--- src/rtl/alu_exec_stage.sv ---
// alu_exec_stage: execute-stage wrapper between the microcode sequencer and
// the combinational alu. Accepts one request per start/ready handshake,
// registers the operands for the alu, captures its result/flags, stalls for
// the alu-reported cycle count (plus an optional multiply penalty), then
// commits the result with a one-cycle done pulse.
//
// Optional feature macro: ALU_MUL_STALL_EN (adds 3/11 stall cycles to
// byte/word ALU_OP_MUL and ALU_OP_MULU).
//
// Ports:
//   clk, reset_n                  clock, async active-low reset
//   start/ready                   request handshake
//   op_in, ta_in, tb_in, wide_in,
//   flags_in                      request payload, sampled at accept
//   abort                         cancel in-flight request (EXEC/WAIT)
//   alu_op, alu_ta, alu_tb,
//   alu_wide, alu_flags           registered operands to alu
//   alu_result, alu_cycles,
//   alu_flags_res                 alu outputs
//   busy, done                    in-flight status, completion pulse
//   result_out, flags_out         committed result and flags

package alu_exec_pkg;

  typedef enum logic [4:0] {
    ALU_OP_ADD  = 5'd0,
    ALU_OP_ADC  = 5'd1,
    ALU_OP_SUB  = 5'd2,
    ALU_OP_SBB  = 5'd3,
    ALU_OP_AND  = 5'd4,
    ALU_OP_OR   = 5'd5,
    ALU_OP_XOR  = 5'd6,
    ALU_OP_CMP  = 5'd7,
    ALU_OP_SHL  = 5'd8,
    ALU_OP_SHR  = 5'd9,
    ALU_OP_SAR  = 5'd10,
    ALU_OP_ROL  = 5'd11,
    ALU_OP_ROR  = 5'd12,
    ALU_OP_ROLC = 5'd13,
    ALU_OP_RORC = 5'd14,
    ALU_OP_MUL  = 5'd15,
    ALU_OP_MULU = 5'd16
  } alu_operation_e;

  typedef struct packed {
    logic v;
    logic s;
    logic z;
    logic cy;
  } flags_t;

endpackage

module alu_exec_stage
  import alu_exec_pkg::*;
#(
  parameter int unsigned STALL_MAX = 31
) (
  input  logic           clk,
  input  logic           reset_n,
  input  logic           start,
  output logic           ready,
  input  alu_operation_e op_in,
  input  logic [15:0]    ta_in,
  input  logic [15:0]    tb_in,
  input  logic           wide_in,
  input  flags_t         flags_in,
  input  logic           abort,
  output alu_operation_e alu_op,
  output logic [15:0]    alu_ta,
  output logic [15:0]    alu_tb,
  output logic           alu_wide,
  output flags_t         alu_flags,
  input  logic [31:0]    alu_result,
  input  logic [5:0]     alu_cycles,
  input  flags_t         alu_flags_res,
  output logic           busy,
  output logic           done,
  output logic [31:0]    result_out,
  output flags_t         flags_out
);

  localparam int unsigned CNT_W = 6;
  localparam int unsigned SUM_W = CNT_W + 1;
  localparam logic [CNT_W-1:0] STALL_CAP = CNT_W'(STALL_MAX);

  typedef enum logic [1:0] {
    S_IDLE = 2'd0,
    S_EXEC = 2'd1,
    S_WAIT = 2'd2,
    S_DONE = 2'd3
  } state_e;

  state_e           state, state_next;
  logic [CNT_W-1:0] cnt, cnt_next;
  logic             accept;
  logic [31:0]      pend_result;
  flags_t           pend_flags;
  logic [31:0]      commit_result;
  flags_t           commit_flags;
  logic [SUM_W-1:0] mul_pen;
  logic [SUM_W-1:0] stall_sum;
  logic [CNT_W-1:0] stall;

  // Multiply penalty (zero unless the feature is built in)
`ifdef ALU_MUL_STALL_EN
  always_comb begin
    mul_pen = '0;
    if (alu_op == ALU_OP_MUL || alu_op == ALU_OP_MULU)
      mul_pen = alu_wide ? SUM_W'(11) : SUM_W'(3);
  end
`else
  always_comb begin
    mul_pen = '0;
  end
`endif

  // Total stall, saturated at STALL_MAX
  always_comb begin
    stall_sum = SUM_W'(alu_cycles) + mul_pen;
    stall     = (stall_sum > SUM_W'(STALL_CAP)) ? STALL_CAP : stall_sum[CNT_W-1:0];
  end

  // State register
  always_ff @(posedge clk or negedge reset_n) begin
    if (!reset_n) state <= S_IDLE;
    else          state <= state_next;
  end

  // Next-state, counter and commit selection
  always_comb begin
    state_next    = state;
    cnt_next      = cnt;
    accept        = 1'b0;
    // Zero-stall ops commit straight from the alu; the pending copy is not
    // loaded until the same edge.
    commit_result = (state == S_EXEC) ? alu_result    : pend_result;
    commit_flags  = (state == S_EXEC) ? alu_flags_res : pend_flags;
    case (state)
      S_IDLE: begin
        if (start) begin
          accept     = 1'b1;
          state_next = S_EXEC;
        end
      end
      S_EXEC: begin
        if (abort) begin
          state_next = S_IDLE;
        end else if (stall == '0) begin
          state_next = S_DONE;
        end else begin
          cnt_next   = stall;
          state_next = S_WAIT;
        end
      end
      S_WAIT: begin
        if (abort) begin
          state_next = S_IDLE;
        end else begin
          cnt_next = cnt - CNT_W'(1);
          if (cnt == CNT_W'(1)) state_next = S_DONE;
        end
      end
      S_DONE: begin
        if (start) begin
          accept     = 1'b1;
          state_next = S_EXEC;
        end else begin
          state_next = S_IDLE;
        end
      end
      default: state_next = S_IDLE;
    endcase
  end

  // Datapath registers and registered status outputs
  always_ff @(posedge clk or negedge reset_n) begin
    if (!reset_n) begin
      cnt         <= '0;
      alu_op      <= ALU_OP_ADD;
      alu_ta      <= '0;
      alu_tb      <= '0;
      alu_wide    <= 1'b0;
      alu_flags   <= '0;
      pend_result <= '0;
      pend_flags  <= '0;
      result_out  <= '0;
      flags_out   <= '0;
      ready       <= 1'b1;
      busy        <= 1'b0;
      done        <= 1'b0;
    end else begin
      cnt <= cnt_next;
      if (accept) begin
        alu_op    <= op_in;
        alu_ta    <= ta_in;
        alu_tb    <= tb_in;
        alu_wide  <= wide_in;
        alu_flags <= flags_in;
      end
      if (state == S_EXEC) begin
        pend_result <= alu_result;
        pend_flags  <= alu_flags_res;
      end
      if (state_next == S_DONE) begin
        result_out <= commit_result;
        flags_out  <= commit_flags;
      end
      ready <= (state_next == S_IDLE) || (state_next == S_DONE);
      busy  <= (state_next == S_EXEC) || (state_next == S_WAIT);
      done  <= (state_next == S_DONE);
    end
  end

endmodule

--- config.mk ---
export PLATFORM = sky130hd
export DESIGN_NAME = alu_exec_stage
export DESIGN_NICKNAME = d
export VERILOG_FILES = /design/src/rtl/alu_exec_stage.sv
export SDC_FILE = /design/constraint.sdc
export NUM_CORES = 1
export LEC_CHECK = 0
export ABC_AREA = 1
export CORE_MARGIN = 4
export CORE_UTILIZATION = 45
export CTS_CLUSTER_DIAMETER = 50
export DETAILED_ROUTE_END_ITERATION = 6
export PLACE_DENSITY_LB_ADDON = 0.15
export SETUP_SLACK_MARGIN = 0.15
export SYNTH_ARGS = -nofsm -noshare
export SYNTH_HDL_FRONTEND = slang
export SYNTH_SLANG_ARGS = --single-unit
--- constraint.sdc ---
create_clock -name clk -period 4.2 [get_ports clk]
set_input_delay 0.84 -clock clk [delete_from_list [all_inputs] [get_ports clk]]
set_output_delay 0.84 -clock clk [all_outputs]
set_load 0.03 [all_outputs]
# Yosys cells after proc, flatten, opt, wreduce, memory -nomap -nowiden

Index checks and enable logic that the tools add are counted.

Register bits after elaboration: 125
Bits of input ports: 88
Output and inout port bits: 81
Logic and storage cells: 59

Add/subtract/negate cells: 1
$lt $le $gt $ge: 1
Equality and inequality tests: 10
Multiplexer cells: 16
Reduce and logical (&&, ||, !) cells: 8

Operators with widths:

| cell                                                                  | number |
|---|---|
| 32-bit 2-to-1 mux                                                     | 1 |
| 6-bit 2-to-1 mux                                                      | 4 |
| 6-bit case mux with 2 select lines                                    | 1 |
| 2-bit equality test, second input constant                            | 4 |
| 2-bit 2-to-1 mux                                                      | 4 |
| 2-bit case mux with 4 select lines                                    | 1 |
| 6-bit by 1-bit equality test with 1-bit output, second input constant | 1 |
| 6-bit by 5-bit > comparator with 1-bit output, second input constant  | 1 |
| 6-bit logical NOT                                                     | 1 |
| 2-bit inequality test, second input constant                          | 3 |
| 6-bit by 1-bit subtractor with 6-bit output, second input constant    | 1 |
| 2-bit by 1-bit equality test with 1-bit output, second input constant | 2 |
| 2-bit logical NOT                                                     | 2 |
| 1-bit 2-to-1 mux                                                      | 4 |
| 4-bit 2-to-1 mux                                                      | 1 |
| 4-bit AND reduction                                                   | 1 |
| 1-bit logical OR                                                      | 2 |
| 2-bit nonzero test                                                    | 1 |
| 2-bit OR reduction                                                    | 1 |

# Depth between registers and ports, before layout

Gate-level depths: netlist of the first run.

Depth after elaboration: 8
Mapped depth: 14
Depth with buffers taken out: 11

# Worst setup path before layout of the first run

Ideal clock, no wire load.

Path type: input port to flip-flop
Start point: in alu_cycles[0]
End point: reg flags_out[2] in the netlist's numbering
Setup time: 0.082 ns
Data arrival time: 2.079 ns
Required time: 4.118 ns
Path slack: 2.039 ns
Stages on the path: 12
Path buffers: 2
Path through: inv_1 nand2_1 nor2_1 nand3_1 nand2_1 nor2_1 nor2_1 ha_1 buf_2 clkbuf_1 nor2_1 a31oi_1

Cells in the longest elaborated chain, start to end: 7

Ends and longest elaborated chain:

| element                                       | line | source |
|---|---|---|
| start: declaration                            | 75   | `input logic [5:0] alu_cycles,` |
| 6-bit by 5-bit > comparator with 1-bit output | 121  | `stall = (stall_sum > SUM_W'(STALL_CAP)) ? STALL_CAP : stall_sum[CNT_W-1:0];` |
| 6-bit 2-to-1 mux *                            | 121  |  |
| 6-bit logical NOT *                           | 149  | `end else if (stall == '0) begin` |
| 1-bit 2-to-1 mux *                            | 149  |  |
| 2-bit 2-to-1 mux *                            | 147  | `if (abort) begin` |
| 2-bit case mux with 4 select lines *          | 139  | `case (state)` |
| 2-bit equality test *                         | 205  | `if (state_next == S_DONE) begin` |
| end signal: assignment                        | 207  | `flags_out <= commit_flags;` |
| end: declaration                              | 80   | `output flags_t flags_out` |

Mark *: on every way between the ends. The rest lies on a longest branch, timed or not.
A chain may end at the register's enable or synchronous reset.

# Final worst setup path of the first run

Start point: reg state[1]
End point: reg result_out[23]

Cells in the longest elaborated chain, start to end: 4
Elaborated cells between the ends (all ways): 10
Classes of those cells: eq/ne (4); mux (5); reduce/logical (1)

Ends and longest elaborated chain:

| element                              | line | source |
|---|---|---|
| start: declaration                   | 94   | `state_e state, state_next;` |
| start signal: assignment             | 127  | `else state <= state_next;` |
| 2-bit 2-to-1 mux                     | 161  | `if (cnt == CNT_W'(1)) state_next = S_DONE;` |
| 2-bit 2-to-1 mux                     | 157  | `if (abort) begin` |
| 2-bit case mux with 4 select lines * | 139  |  |
| via state_next[1]                    | 94   |  |
| 2-bit equality test *                | 205  |  |
| end signal: assignment               | 206  | `result_out <= commit_result;` |
| end: declaration                     | 79   | `output logic [31:0] result_out,` |

The timed path passes the listed nets; every way through them passes the cells marked *.

==> impl_metrics.py, run 1 <==
metrics = {
    "detailed_routing": {
        "num_vias": 3891,
        "wl_per_cell_um": 15.4,
        "ant_nets": 0,
        "firstDrtPassIters": 4,
        "viasPerCell": 4.93,
        "dr.first_iter.drc_count": 192,
        "wl_um": 12100,
        "drc": 0,
    },
    "synthesis": {
        "syn_avg_cell_area_um2": 11.1,
        "synthDistinctLibCells": 24,
        "yosys_warnings": 0,
        "synthCells": 465,
        "syn_area_um2": 5160,
        "synth_nets": 561,
        "ys_seq_elements": 125,
        "seq_area_frac_synth_pct": 60.6,
    },
    "global_route": {
        "antenna_found_initial": 0,
        "met3_usage_pct": 5.26,
        "grt_pass1_vias": 3969,
        "grt_first_pass_wirelength_um": 19600,
        "grt.busiest_layer": "met2",
        "grt_max_degree": 73,
        "grt_remaining_overflow": 0,
        "grtUsageMet1_pct": 25.5,
        "track_usage_pct": 19.0,
        "use_met2_pct": 29.5,
    },
    "min_path": {
        "hold_depth": 2,
        "worst_hold_startpoint": "pend_result[29]",
        "hp-class": "flop to flop",
    },
    "die": {
        "start_util_pct": 46.8,
        "core_um2": 11000,
        "ios": 169,
        "core.rowCount": 38,
        "dieArea_um2": 13200,
        "die_w_um": 115,
        "dieHeight_um": 115,
    },
    "placement": {
        "port-buffer-count": 168,
        "place_hpwl_um": 8560,
        "place_congestion": 0.781,
    },
    "cts": {
        "tritoncts": "built",
        "ctsHoldBuffers": 0,
        "postCtsSetupRepairBufs": 0,
        "cts_buffer_depth": 2,
        "cts_resized": 0,
        "clk_pin_slew_ps": 60,
        "h-tree-depth": 4,
        "clkLatencyLatePin_ps": 400,
        "cts_made_buffers": 17,
        "cts_sinks": 125,
        "cts-root-buf": "clkbuf_16",
    },
    "setup_path": {
        "critPathCaptureType": "flop",
        "arrival_ps": 3400,
        "crit_path_start_kind": "flop",
        "worstPathRequired_ps": 4510,
        "cp-startpoint": "state[1]",
        "reg2reg_slack_ps": 1110,
        "cp_max_fo": 72,
        "r2r-start": "state[1]",
        "path_class": "flop to flop",
        "reg2reg_depth": 10,
    },
    "timing": {
        "rsz0062_at_grt": "false",
        "fin_skew_ps": 9.07,
        "final_max_slew_viol_count": 0,
        "final-setup-viol-count": 0,
        "period_minus_slack_ps": 3090,
        "fmax_mhz": 324,
        "worst_pin_slew_ps": 878,
        "final_hold_viol_count": 0,
        "fin_setup_tns_ps": 0,
        "whs_ps": 462,
        "relSlewSlack_pct": 41.5,
        "fin_crit_sh_pct": 73.5,
    },
    "final_layout": {
        "multi_input_area_um2": 1800,
        "regArea_um2": 3130,
        "mostFrequentLayoutCells": "167 x clkdlybuf4s50_1, 139 x nand2_1, 124 x dfrtp_1",
        "area_growth_pct": 45.1,
        "nFillCells": 841,
        "nets": 733,
        "drive_above_1_share_pct": 13.2,
        "final_common_cell": "clkdlybuf4s50_1",
        "num_antenna_cells": 0,
    },
    "outcome": {
        "outcome": "complete, no violations",
    },
    "run": {
        "max_cap_violations": 0,
    },
    "power_and_ir_drop": {
        "p_leak_uw": 0.00355,
        "ir_drop_mv": 0.563,
        "p_per_area_nw_per_um2": 902,
    },
}
## metrics by stage
stage | cell area (um^2) | setup slack, ps | total power [uW] | std cells | utilization [%]
floorplan | 5160 | 2040 | 4200 | 465 | -
CTS | 7490 | 1080 | 6830 | 790 | 67.9
global placement | 6910 | 1180 | 5310 | 758 | 62.6
detailed placement | 6910 | 1130 | 5380 | 758 | 62.6
global route | 7490 | 786 | 7170 | 790 | 67.9
finish | 7490 | 1110 | 6760 | 790 | 67.9
## report_power, final
group | total [uW] | switching, uW | internal, uW
combinational | 3220 | 1820 | 1410
clock | 1410 | 521 | 887
sequential | 2130 | 303 | 1820
total | 6760 | 2640 | 4120
## final timing paths
| path | end |
|---|---|
| max in group asynchronous | alu_tb[15] |
| worst max register to register | result_out[23] |
| min in group asynchronous | result_out[3] |
| worst min register to register | pend_result[29] |
| worst max-delay path | result_out[23] |
| worst min-delay path | pend_result[29] |
## Yosys cell counts (all sizes together)
library cell	instances	area (um^2)
ha	8	100
o21ai	5	25.0
nand4	1	6.26
a21oi	2	10.0
inv	19	71.3
nor2	51	194
or2	1	6.26
a31oi	36	225
nand3	9	45.0
o22ai	1	6.26
dfstp	1	26.3
clkbuf	8	30.0
o21bai	1	7.51
buf	14	136
nand3b	1	7.51
a22oi	1	7.51
mux2	42	623
mux2i	1	10.0
nand2	139	522
dfrtp	124	3100
## cells by family (layout without fill, tap and decap cells)
logic type | Yosys count | in the layout | share of synthesized area (%)
AOI/OAI and AO/OA | 46 | 46 | 5.45
adders and majority gates | 8 | 8 | 1.94
buffers and inverters | 41 | 226 | 4.60
DFF | 125 | 125 | 60.6
muxes | 43 | 43 | 12.3
and+or+nand+nor | 202 | 202 | 15.1
## flip-flops by register name (all words and copies together) (netlist names)
name,cells
busy,1
alu_tb,16
state,2
done,1
pend_flags,4
alu_wide,1
alu_flags,4
pend_result,32
alu_op,5
cnt,6
alu_ta,16
result_out,32
flags_out,4
ready,1
## worst max-delay path: stages, from the launching register on
cell and delay [ps]:
dfrtp_1 400, inv_1 130, ha_1 710, o21ai_0 310, o22ai_1 180, nand2_1 70, inv_1 120, ha_2 170
buf_4 550, nor2_1 130, a31oi_1 210
## cell type report
class / count / share of cell area (%)
clock buffers: 18 / 5.86
clock inverters: 14 / 1.95
inverters: 19 / 0.952
multi-input cells: 299 / 24.0
flip-flops and latches: 125 / 41.8
well taps: 140 / 2.34
repair buffers: 175 / 23.1
## routing by layer
layer / vias up / wire length, um
li1: 1868 / -
met1: 1879 / 5510
met2: 131 / 5650
met3: 13 / 784
met4: 0 / 188
met5: - / 0
(Power assumes the default switching activity.)
==> run 2, diff against run 1 <==
--- a/config.mk
+++ b/config.mk
@@ -7,7 +7,7 @@
 export LEC_CHECK = 0
 export ABC_AREA = 1
 export CORE_MARGIN = 4
-export CORE_UTILIZATION = 45
+export CORE_UTILIZATION = 42
 export CTS_CLUSTER_DIAMETER = 50
 export DETAILED_ROUTE_END_ITERATION = 6
 export PLACE_DENSITY_LB_ADDON = 0.15
==> constraint.sdc (replaced) <==
create_clock -name clk -period 2.6 [get_ports clk]
set_input_delay 0.52 -clock clk [delete_from_list [all_inputs] [get_ports clk]]
set_output_delay 0.52 -clock clk [all_outputs]
set_load 0.03 [all_outputs]
==> run 2 against run 1 <==
Largest cell class unchanged. Count of clock-buffer cells in the layout stayed put. Hold slack worse by 380 ps. Die area is 6.6% higher. Critical path type is now flop to output port. Global-route usage is 0.096 points lower. Final cell count is 1.5% higher. Total power is 64% higher. Critical path depth is 9 lower. Sequential share of layout area is 0.63 points lower.
==> impl_metrics.py, run 2 (synthesis gave the netlist of run 1 again) <==
metrics = {
    "outcome": {
        "outcome": "complete, no violations",
    },
    "setup_path": {
        "reg2reg_slack_ps": 510,
        "reg2reg_depth": 12,
        "critPathCaptureType": "output port",
        "worstPathRequired_ps": 2080,
        "critical_path.cell_chain": "clkdlybuf4s50_1",
        "r2r_end": "result_out[3]",
        "path_class": "flop to output port",
        "cpMaxStageDelayCell": "clkdlybuf4s50_1",
        "crit_path_start_kind": "flop",
        "arrival_ps": 1590,
        "cpLargestDelayFamily": "buffers and inverters",
        "cp_num_buf_inv": 1,
        "crit_path_max_incr_delay_ps": 660,
        "cp_max_fo": 1,
        "r2r-start": "state[1]",
    },
    "die": {
        "dieArea_um2": 14100,
        "ios": 169,
        "dieHeight_um": 119,
        "die_w_um": 119,
        "core.rowCount": 40,
        "start_util_pct": 43.0,
        "core_um2": 12000,
    },
    "power_and_ir_drop": {
        "p_total_uw": 11100,
        "ir_drop_mv": 0.631,
        "p_per_area_nw_per_um2": 1460,
        "p_leak_uw": 0.00359,
    },
    "global_route": {
        "grt_max_degree": 43,
        "grt_pass1_vias": 4151,
        "grt_remaining_overflow": 0,
        "track_usage_pct": 18.9,
        "antenna_found_initial": 0,
        "grt_first_pass_wirelength_um": 21200,
    },
    "placement": {
        "place_inst": 770,
        "dpl-instance-area_um2": 7000,
        "place_hpwl_um": 8870,
        "place_congestion": 0.797,
        "port-buffer-count": 168,
    },
    "detailed_routing": {
        "wl_per_cell_um": 15.7,
        "routed.top_layer": "met4",
        "wirelength_met1_um": 5620,
        "ant_nets": 0,
        "routed-wl-met2_um": 5930,
        "drc": 0,
        "firstDrtPassIters": 4,
        "dr_wl_met3_um": 883,
        "dr.first_iter.drc_count": 252,
        "viasPerCell": 4.88,
        "wl_um": 12600,
        "num_vias": 3915,
    },
    "timing": {
        "worst_pin_slew_ps": 513,
        "fmax_mhz": 475,
        "fin_skew_ps": 8.86,
        "relSlewSlack_pct": 65.8,
        "period_minus_slack_ps": 2110,
        "rsz0062_at_grt": "false",
        "fin_setup_tns_ps": 0,
        "final_hold_viol_count": 0,
        "final-setup-viol-count": 0,
        "fin_crit_sh_pct": 81.0,
        "final_max_slew_viol_count": 0,
    },
    "run": {
        "max_cap_violations": 0,
    },
    "cts": {
        "h-tree-depth": 4,
        "cts_sinks": 125,
        "cts-root-buf": "clkbuf_16",
        "cts_buffer_depth": 2,
        "ctsHoldBuffers": 0,
        "cts_resized": 0,
        "cts_made_buffers": 17,
        "clkLatencyLatePin_ps": 420,
        "postCtsSetupRepairBufs": 0,
        "tritoncts": "built",
        "clk_pin_slew_ps": 60,
    },
    "final_layout": {
        "num_antenna_cells": 0,
        "final_common_cell": "clkdlybuf4s50_1",
        "reg_top3": "pend_result (32), result_out (32)",
        "nFillCells": 973,
        "mostFrequentLayoutCells": "167 x clkdlybuf4s50_1, 139 x nand2_1, 124 x dfrtp_1",
        "instances_no_fill": 802,
        "finalInstanceArea_um2": 7610,
        "area_growth_pct": 47.3,
        "nets": 738,
        "multi_input_area_um2": 1800,
        "fin_util_pct": 63.3,
        "regArea_um2": 3130,
        "drive_above_1_share_pct": 14.0,
    },
    "min_path": {
        "hp-class": "primary input to async pin",
    },
}
## run 2: stage by stage
step                setup slack (ps)  hold WS [ps]
floorplan                        474           224
global placement                 300           448
detailed placement               227           457
CTS                              462          79.3
global route                     274          94.5
finish                           493          79.9
## run 2: worst max path at each step
stage | from | to | cells past startpoint
after global placement | alu_cycles[5] | result_out[31] | 12
after detailed placement | alu_cycles[5] | result_out[3] | 12
after CTS | ready | ready | 1
final | ready | ready | 1
after floorplan | state[0] | flags_out[2] | 12
after global routing | state[1] | result_out[4] | 12
## run 2: area by class of cell
| cell class | count | share of cell area (%) |
|---|---|---|
| multi-input cells | 299 | 23.7 |
| repair buffers | 180 | 23.9 |
| clock inverters | 14 | 2.14 |
| inverters | 19 | 0.938 |
| flip-flops and latches | 125 | 41.1 |
| well taps | 147 | 2.42 |
| clock buffers | 18 | 5.77 |
## run 2: metal layers
metal  track usage (%)  vias to the layer above
li1                  -                     1875
met1              24.6                     1874
met2              29.6                      151
met3              6.98                       15
met4              5.79                        0
met5                 0                        -
## run 2: where the power goes
| group | leakage [uW] | switching [uW] | internal [uW] | total, uW |
|---|---|---|---|---|
| Sequential | 0.00148 | 490 | 2940 | 3430 |
| Combinational | 0.00183 | 2940 | 2330 | 5270 |
| Clock | 0.000281 | 920 | 1450 | 2370 |
| Total | 0.00359 | 4350 | 6730 | 11100 |
==> variant (flow settings as in run 2) <==
The option `ALU_MUL_STALL_EN` is turned on by a define.
--- a/src/rtl/alu_exec_stage.sv
+++ b/src/rtl/alu_exec_stage.sv
@@ -20,4 +20,6 @@
 //   busy, done                    in-flight status, completion pulse
 //   result_out, flags_out         committed result and flags
+
+`define ALU_MUL_STALL_EN
 
 package alu_exec_pkg;
Behaviour: not the same (Yosys sat finds a counterexample within 4 cycles, from zero or initial values and one cycle with reset_n low).
==> variant against run 2 <==
  * The flow now finishes with violations (setup timing)
  * Sequential cell count stayed put
  * Worst setup slack got worse by 0.85 ns
  * Routed wire length up 9.3%
  * Die area is essentially flat
  * Synthesized cell count is 8.4% higher
  * Sequential share of layout area fell by 2.8 points
  * Synthesized area is essentially flat
  * Count of clock-buffer cells in the layout grew 9
  * Cell area is 7.3% higher
  * Total power up 3.9%
  * Critical path type is now reg2reg
==> variant: results (changes against run 2) <==
\begin{tabular}{lr}
\hline
Metric & Value \\
\hline
\multicolumn{2}{l}{\textbf{Outcome}} \\
Run status & complete, but fails checks \\
Failing checks & setup timing \\
\multicolumn{2}{l}{\textbf{Power}} \\
Static leakage & 3.73 nW (+4.0\%) \\
Sequential Power Share & 30.1\% (-0.9 points) \\
Power attributed to the clock group & 2.27 mW (-4\%) \\
\multicolumn{2}{l}{\textbf{Critical path}} \\
Critical path startpoint & alu\_op[4] \\
Top fanout value on the critical path & 5 (+4) \\
Depth of the most critical reg-to-reg path & 16 (+4) \\
Slowest cell on the critical path & dfrtp\_2 \\
Worst Path Arrival & 3.24 ns (+1.65 ns) \\
\multicolumn{2}{l}{\textbf{STA}} \\
Setup slack after layout & -0.353 ns (-0.847 ns) \\
Worst clock skew on the final layout & 0.00498 ns (-0.00388 ns) \\
Max-slew headroom at the worst pin & 69.0\% (+3.3 points) \\
Final Setup Violations & 38 (+38) \\
\multicolumn{2}{l}{\textbf{Route}} \\
WL final & 13800 um (+9.3\%) \\
Starting DRC count in detailed routing & 285 (+13\%) \\
\multicolumn{2}{l}{\textbf{Place}} \\
Number of placed cells counting well taps & 824 (+7.0\%) \\
Setup WS pre-CTS & -0.500 ns (-0.727 ns) \\
\multicolumn{2}{l}{\textbf{Synthesis}} \\
Post-Syn Nets & 604 (+7.7\%) \\
Synthesized-area fraction occupied by xor and xnor cells & 0.508\% (+0.51 points) \\
Multiplexer area fraction after synthesis & 8.50\% (-3.8 points) \\
Post-synthesis instance total & 504 (+8.4\%) \\
Largest cells by area after synthesis & dfrtp\_1 (60\%), nand2\_1 (11\%), mux2\_2 (8.5\%), a31oi\_1 (4.4\%), nor2\_1 (4.2\%) \\
Yosys cell types & 28 (+17\%) \\
Sequential share of the synthesized area & 60.6\% (about the same) \\
\multicolumn{2}{l}{\textbf{Clock tree}} \\
Count of buffers added by post-CTS timing repair for setup & 9 (+9) \\
\multicolumn{2}{l}{\textbf{Hold path}} \\
Min-delay worst type & reg2reg \\
\multicolumn{2}{l}{\textbf{Cells and area}} \\
Number of non-filler instances in the completed layout & 874 (+9.0\%) \\
\multicolumn{2}{l}{\textbf{Global routing}} \\
First-pass GRT wire length & 22000 um (+3.5\%) \\
Via count of the first global-routing pass & 4459 (+7.4\%) \\
\hline
\end{tabular}
## variant: area by class of cell
type / count / area (sq um) / area share (%)
well taps: 147 / 184 / 2.25
clock inverters: 5 / 55.1 / 0.675
multi-input cells: 335 / 2000 / 24.5
inverters: 24 / 90.1 / 1.10
flip-flops and latches: 125 / 3130 / 38.4
clock buffers: 27 / 523 / 6.41
repair buffers: 211 / 2180 / 26.7
## variant: worst max-delay path: cells and delay by family (launching register included)
family,cells,cell delay (ns)
and+or+nand+nor,7,0.88
adders and majority gates,3,0.76
DFF,1,0.40
buffers and inverters,3,0.33
AOI/OAI and AO/OA,2,0.32
xor gates and xnor gates,1,0.15
## variant: layer usage
metal  GRT usage, %  vias to the layer above  part of all wire (%)
met1           22.0                     2059                    40
li1               -                     2070                     -
met5              0                        -                     0
met4           7.39                        0                   2.0
met2           31.0                      169                    47
met3           10.7                       24                    11
## variant: cells by family after synthesis
group / count (synthesis)
xor gates and xnor gates: 3
buffers and inverters: 44
muxes: 39
and+or+nand+nor: 231
adders and majority gates: 12
AOI/OAI and AO/OA: 50
DFF: 125
## variant: metrics by stage
step | instance area [sq um] | setup TNS (ns) | hold slack [ns] | util [%]
finish | 8160 | -11.43 | 0.466 | 67.9
global route | 8160 | -18.22 | 0.490 | 67.9
CTS | 7980 | -9.55 | 0.467 | 66.5
detailed placement | 7220 | -15.83 | 0.398 | 60.1
global placement | 7220 | -14.27 | 0.398 | 60.1
floorplan | 5260 | -9.02 | 0.224 | -
## variant: how the worst max path moves through the flow
stage | end | slack, ns | depth (start not counted)
3_5_place_dp | result_out[24] | -0.50 | 14
6_report | result_out[10] | -0.35 | 16
2_1_floorplan | result_out[26] | -0.25 | 17
5_1_grt | result_out[24] | -0.52 | 16
4_1_cts | result_out[24] | -0.30 | 16
3_3_place_gp | result_out[11] | -0.40 | 14
